**src/rtl/hazard_ctrl.sv**
```systemverilog
// Hazard and stall controller for the five-stage pipeline.
// Turns memory waits, mul/div occupancy, load-use and redirects into PC and pipeline-register stall/flush controls.
module hazard_ctrl #(
    parameter int MDU_CYCLES  = 4,
    parameter int MEM_TIMEOUT = 64
) (
    input  logic        clk_i,
    input  logic        rst_i,
    input  logic [31:0] ifid_instr_i,
    input  logic [31:0] idex_instr_i,
    input  logic        idex_memread_i,
    input  logic        branch_taken_i,
    input  logic        jump_i,
    input  logic        mdu_start_i,
    input  logic        dmem_req_i,
    input  logic        dmem_ready_i,
    output logic        pc_write_o,
    output logic        ifid_stall_o,
    output logic        ifid_flush_o,
    output logic        idex_stall_o,
    output logic        idex_flush_o,
    output logic        exmem_stall_o,
    output logic        exmem_flush_o,
    output logic        memwb_flush_o,
    output logic        mdu_busy_o,
    output logic        err_o
);

    typedef enum logic {RUN, MDU} state_t;

    localparam logic [7:0]  CNT_INIT = 8'(MDU_CYCLES - 2);
    localparam logic [15:0] TIMEOUT  = 16'(MEM_TIMEOUT);

    state_t      state, state_n;
    logic [7:0]  cnt, cnt_n;
    logic [15:0] wcnt, wcnt_n;
    logic        err;

    logic [4:0] rs_id, rt_id, rt_ex;
    logic       mem_hold, mdu_hold, load_use, redirect;
    logic       unused_bits;

    assign rs_id = ifid_instr_i[25:21];
    assign rt_id = ifid_instr_i[20:16];
    assign rt_ex = idex_instr_i[20:16];
    assign unused_bits = ^{ifid_instr_i[31:26], ifid_instr_i[15:0],
                           idex_instr_i[31:21], idex_instr_i[15:0]};

    assign mem_hold = dmem_req_i & ~dmem_ready_i;
    assign mdu_hold = ((state == RUN) & mdu_start_i) | ((state == MDU) & (cnt != 8'd0));
    assign load_use = idex_memread_i & (rt_ex != 5'd0) & ((rt_ex == rs_id) | (rt_ex == rt_id));
    assign redirect = branch_taken_i | jump_i;

    // A memory wait freezes the mul/div sequence so it resumes where it left off.
    always_comb begin
        state_n = state;
        cnt_n   = cnt;
        if (!mem_hold) begin
            case (state)
                RUN: begin
                    if (mdu_start_i) begin
                        state_n = MDU;
                        cnt_n   = CNT_INIT;
                    end
                end
                MDU: begin
                    if (cnt != 8'd0) cnt_n = cnt - 8'd1;
                    else             state_n = RUN;
                end
                default: state_n = RUN;
            endcase
        end
    end

    always_comb begin
        if (!mem_hold)             wcnt_n = 16'd0;
        else if (wcnt == TIMEOUT)  wcnt_n = wcnt;
        else                       wcnt_n = wcnt + 16'd1;
    end

    always_ff @(posedge clk_i or posedge rst_i) begin
        if (rst_i) begin
            state <= RUN;
            cnt   <= 8'd0;
            wcnt  <= 16'd0;
            err   <= 1'b0;
        end else begin
            state <= state_n;
            cnt   <= cnt_n;
            wcnt  <= wcnt_n;
            if (wcnt_n == TIMEOUT) err <= 1'b1;
        end
    end

    // Strict priority: memory wait, mul/div, load-use, redirect; everything held low in reset.
    always_comb begin
        pc_write_o    = 1'b0;
        ifid_stall_o  = 1'b0;
        ifid_flush_o  = 1'b0;
        idex_stall_o  = 1'b0;
        idex_flush_o  = 1'b0;
        exmem_stall_o = 1'b0;
        exmem_flush_o = 1'b0;
        memwb_flush_o = 1'b0;
        if (!rst_i) begin
            if (mem_hold) begin
                ifid_stall_o  = 1'b1;
                idex_stall_o  = 1'b1;
                exmem_stall_o = 1'b1;
                memwb_flush_o = 1'b1;
            end else if (mdu_hold) begin
                ifid_stall_o  = 1'b1;
                idex_stall_o  = 1'b1;
                exmem_flush_o = 1'b1;
            end else if (load_use) begin
                ifid_stall_o  = 1'b1;
                idex_flush_o  = 1'b1;
            end else if (redirect) begin
                pc_write_o    = 1'b1;
                ifid_flush_o  = 1'b1;
            end else begin
                pc_write_o    = 1'b1;
            end
        end
    end

    assign mdu_busy_o = ~rst_i & (state == MDU);
    assign err_o      = err;

endmodule

```
**config.mk**
```make
export PLATFORM = sky130hd
export DESIGN_NAME = hazard_ctrl
export DESIGN_NICKNAME = d
export VERILOG_FILES = /design/src/rtl/hazard_ctrl.sv
export SDC_FILE = /design/constraint.sdc
export NUM_CORES = 1
export LEC_CHECK = 0
export BUFFER_PORTS_ARGS = -buffer_cell sky130_fd_sc_hd__buf_2
export CORE_MARGIN = 5
export CORE_UTILIZATION = 50
export CTS_CLUSTER_DIAMETER = 80
export DETAILED_ROUTE_END_ITERATION = 8
export PLACE_DENSITY_LB_ADDON = 0.05
export REMOVE_ABC_BUFFERS = 1
export SYNTH_ARGS = -nofsm -noshare
export SYNTH_HDL_FRONTEND = slang
export SYNTH_SLANG_ARGS = --single-unit
```
**constraint.sdc**
```tcl
create_clock -name clk_i -period 4.2 [get_ports clk_i]
set_input_delay 0.63 -clock clk_i [delete_from_list [all_inputs] [get_ports clk_i]]
set_output_delay 0.63 -clock clk_i [all_outputs]
set_load 0.01 [all_outputs]
```
Word level (Yosys, flattened, before mapping):

Cells that the tools add are included.

* add/sub/neg operators: 2
* multipliers: 0
* div/mod/pow operators: 0
* order comparisons: 0
* equality and inequality tests: 6
* shift operators: 0
* multiplexer cells: 31
* bitwise gates (word level): 13
* reductions and logical operators: 3

Operators with widths (number)
* == test 16 x 7 -> 1 bit, second input constant: 2
* 2-to-1 mux 16 bit: 2
* 2-to-1 mux 1 bit: 25
* adder 16 x 1 -> 16 bit, second input constant: 1
* 2-to-1 mux 8 bit: 2
* one-hot mux 8 bit (2 select lines): 1
* == test 5 bit: 2
* nonzero test 8 bit: 1
* subtractor 8 x 1 -> 8 bit, second input constant: 1
* AND 1 bit: 6
* nonzero test 5 bit: 1
* inverter 1 bit: 4
* OR 1 bit: 3
* AND reduction 3 bit: 1
* inequality test 2 x 1 -> 1 bit, second input constant: 1
* inequality test 2 bit, second input constant: 1
* one-hot mux 1 bit (2 select lines): 1

* register bits: 26
* bits in latches: 0
* memory bits (writable): 0
* memory bits (read-only): 0
* output and inout bits: 10
* memories kept: 0

Depth between registers and ports, before layout:

* word-level depth: 7
* mapped depth: 9
* depth with buffers taken out: 8

Worst setup path before layout:

OpenSTA, ideal clock, no wires.

* path kind: input-to-output
* start: in idex_instr_i[17]
* end: out ifid_flush_o
* data arrival time: 1.830 ns
* data required time: 3.570 ns
* setup slack: 1.740 ns
* stages on the path: 3
* buffers on the path: 0
* cells stage by stage: or4_1 -> o211a_1 -> nor4_1

* word-level cells in the longest chain between the ends: 7
* elaborated cells between the ends (all ways): 10

Ends and longest elaborated chain
* start, declared: line 10 `input logic [31:0] idex_instr_i,`
* == test 5 bit / nonzero test 5 bit (equally long branches): line 51 `assign load_use = idex_memread_i & (rt_ex != 5'd0) & ((rt_ex == rs_id) | (rt_ex == rt_id));`
* OR 1 bit / AND 1 bit (equally long branches): line 51
* AND 1 bit *: line 51
* 2-to-1 mux 1 bit *: line 115 `end else if (load_use) begin`
* 2-to-1 mux 1 bit *: line 111 `end else if (mdu_hold) begin`
* 2-to-1 mux 1 bit *: line 106 `if (mem_hold) begin`
* 2-to-1 mux 1 bit *: line 105 `if (!rst_i) begin`
* end, declared: line 19 `output logic ifid_flush_o,`

Mark *: on every way between the ends. The rest lies on a longest branch, timed or not.

Worst setup path after layout:

* start: reg cnt[3]
* end: out ifid_flush_o

* word-level cells in the longest chain between the ends: 6

Ends and longest elaborated chain
* start, declared: line 35 `logic [7:0] cnt, cnt_n;`
* start signal, assigned: line 89 `cnt <= cnt_n;`
* nonzero test 8 bit: line 50 `assign mdu_hold = ((state == RUN) & mdu_start_i) | ((state == MDU) & (cnt != 8'd0));`
* AND 1 bit: line 50
* OR 1 bit: line 50
* 2-to-1 mux 1 bit: line 111
* 2-to-1 mux 1 bit: line 106
* 2-to-1 mux 1 bit: line 105

Every way passes these cells.

==> results.cfg <==
[timing]
final.setup.tns_ns = 0
rsz0062_at_grt = no
whs_ns = 0.497
finalHoldViolCount = 0
fmax_mhz = 351
layout_setup_ws_ns = 1.35
maxSlewViolCount = 0
period_needed_ns = 2.85
clock_skew_ns = 0.0152
post-route-period-util_pct = 67.8
setup_viol = 0
tightest_slew_ns = 0.999
slew-limit-headroom_pct = 33.3

[synthesis]
syn_area_sq_um = 1730
ys_ff_latch = 26
ys_types = 44
yosys_warnings = 0
synthCells = 200
syn_avg_cell_area_sq_um = 8.66
ys_seq_area_share_pct = 37.6

[run_status]
outcome = finished clean

[clock_network]
insertion_delay_ns = 0.33
cts_tree = built
clock_path_buffers = 2
post_cts_buffers = 0
cts_repair_resize_count = 0
htree_levels = 1
cts_buffers = 3
cts_root_buf = clkbuf_4
cts.sinks = 26
hold_buffers = 0
path_clk_slew_ns = 0.16

[floorplanning]
fp.dieW_um = 68.9
dieArea_sq_um = 4740
io_pins = 82
start_util_pct = 51.9
coreArea_sq_um = 3340
rows = 21
die_h_um = 68.9

[cells_and_area]
multiInputGateArea_sq_um = 1000
fin_util_pct = 58.4
layout-drive-gt1-share_pct = 18.1
final_nets = 303
fillers = 327
antennaDiodeCount = 0
areaGrowthSynthToFinish_pct = 12.6
regArea_sq_um = 651

[detailed_routing]
dr.pass1.iters = 4
drtIter0Drc = 128
wl_mm = 3.85
antenna_left = 0
wl_per_cell_um = 14.2
drc = 0
via_per_inst = 5.77
vias = 1569

[global_routing]
antenna_found_initial = 0
grt_max_degree = 27
grt_pass1_wl_mm = 6.69
track_usage_pct = 18.1
gr-total-overflow = 0
grt_pass1_vias = 1581

[power]
p_leak_uw = 0.000887
power_density_nw_per_um2 = 368
ir_worst_vdd_mv = 0.239
p_total_uw = 717

[placement]
dp_hpwl_mm = 2.99
place_ws_ns = 1.50
finalWeightedCongestion = 0.846
io_buffers = 32

[setup_path]
crit_path_start_kind = flip-flop
critPathMaxFanout = 6
cp_data_required_time_ns = 3.57
cp.arrival_ns = 2.22
end_kind = primary output
path_class = flip-flop to primary output

[job]
maxCapViolations = 0

[min_path]
hold_path_class = flip-flop to flip-flop
registers in the layout, indices dropped and copies added (netlist names):
| register | flops |
|---|---|
| err_o | 1 |
| wcnt | 16 |
| state | 1 |
| cnt | 8 |
worst max-delay path, stage by stage, from the launching register on:
cell	delay (ns)
dfrtp_1	0.47
or4_4	0.60
o22ai_4	0.19
nand2_1	0.14
nor4_1	0.30
buf_2	0.18
path summary, 6_finish.rpt:
| kind | from | depth (start not counted) | end | slack [ns] |
|---|---|---|---|---|
| min | err_o | 1 | err_o | 0.50 |
| max in group asynchronous | rst_i | 2 | wcnt[10] | 3.01 |
| max reg2reg | wcnt[0] | 7 | err_o | 1.90 |
| max | cnt[3] | 5 | ifid_flush_o | 1.35 |
| min in group asynchronous | rst_i | 2 | state | 0.57 |
| min reg2reg | err_o | 1 | err_o | 0.50 |
routing by layer:
layer  vias to the layer above  track usage (%)  wire length, um
li1                        757                -                -
met1                       751             23.3             1730
met2                        57             31.8             1890
met3                         4             2.76              209
met4                         0             3.89               25
met5                         -                0                0
cell usage in the layout (no fill, tap or decap), drive strengths merged, types with 4 or more instances in the layout:
master and instances:
nand4 4, buf 32, nor3 9, nor2b 4, o21ai 10, xnor2 12
xor2 13, ha 4, nand3 11, nor2 27, inv 7, a21oi 11
dfrtp 26, nand2 10
report_power, final:
part	internal [uW]	switching (uW)	total, uW
clock network	96.6	79.4	176
logic	95.6	120	215
registers	284	41.4	326
total	477	240	717
cells by family (layout without fill, tap and decap cells):
group	after synthesis	count (layout)	share of synthesized area [%]
AND/OR/NAND/NOR	89	89	27.1
flip-flops	26	26	37.6
buffers and inverters	17	43	4.55
XOR/XNOR	25	25	12.6
multiplexers	2	2	1.16
adder cells (fa/ha/maj)	4	4	2.89
AO/OA/AOI/OAI	37	37	14.1
final cells by class:
cell class / count / area share [%]
timing repair buffer: 32 / 8.22
tap: 46 / 2.95
inverter: 7 / 1.35
multi-input combinational: 157 / 51.4
clock buffer: 3 / 1.16
sequential: 26 / 33.4
clock inverter: 1 / 1.54
metrics by stage:
stage / instance area (sq um) / cells
finish: 1950 / 272
floorplan: 1680 / 190
detailed placement: 1900 / 268
global route: 1950 / 272
CTS: 1950 / 272
global placement: 1900 / 268
Yosys cell counts, drive strengths merged:
cell | instances | share of area [%]
nand4bb | 1 | 0.65
nor3 | 9 | 2.9
a31oi | 3 | 1.1
and3 | 3 | 1.1
mux2i | 2 | 1.2
o22ai | 1 | 1.2
or4 | 3 | 1.5
a41o | 1 | 0.58
nor2b | 4 | 1.4
or2 | 2 | 0.72
xnor2 | 12 | 6.1
xor2 | 13 | 6.6
o211a | 1 | 0.58
nor4b | 2 | 1.0
or3 | 2 | 0.72
o41ai | 1 | 0.51
nand4 | 4 | 1.4
ha | 4 | 2.9
o211ai | 1 | 0.43
dfrtp | 26 | 38
nand2 | 10 | 2.2
o2bb2ai | 1 | 0.51
a221o | 1 | 0.58
nor4 | 3 | 1.1
clkbuf | 5 | 1.1
nor2 | 27 | 5.9
a21oi | 11 | 3.2
inv | 7 | 1.5
buf | 5 | 2.0
nand2b | 2 | 0.72
o31ai | 1 | 0.43
and2 | 3 | 1.1
a211oi | 3 | 1.3
a21o | 2 | 0.87
and4 | 3 | 1.5
o21ai | 10 | 2.9
nand3 | 11 | 3.2
Power figures use the tool's default switching activity.
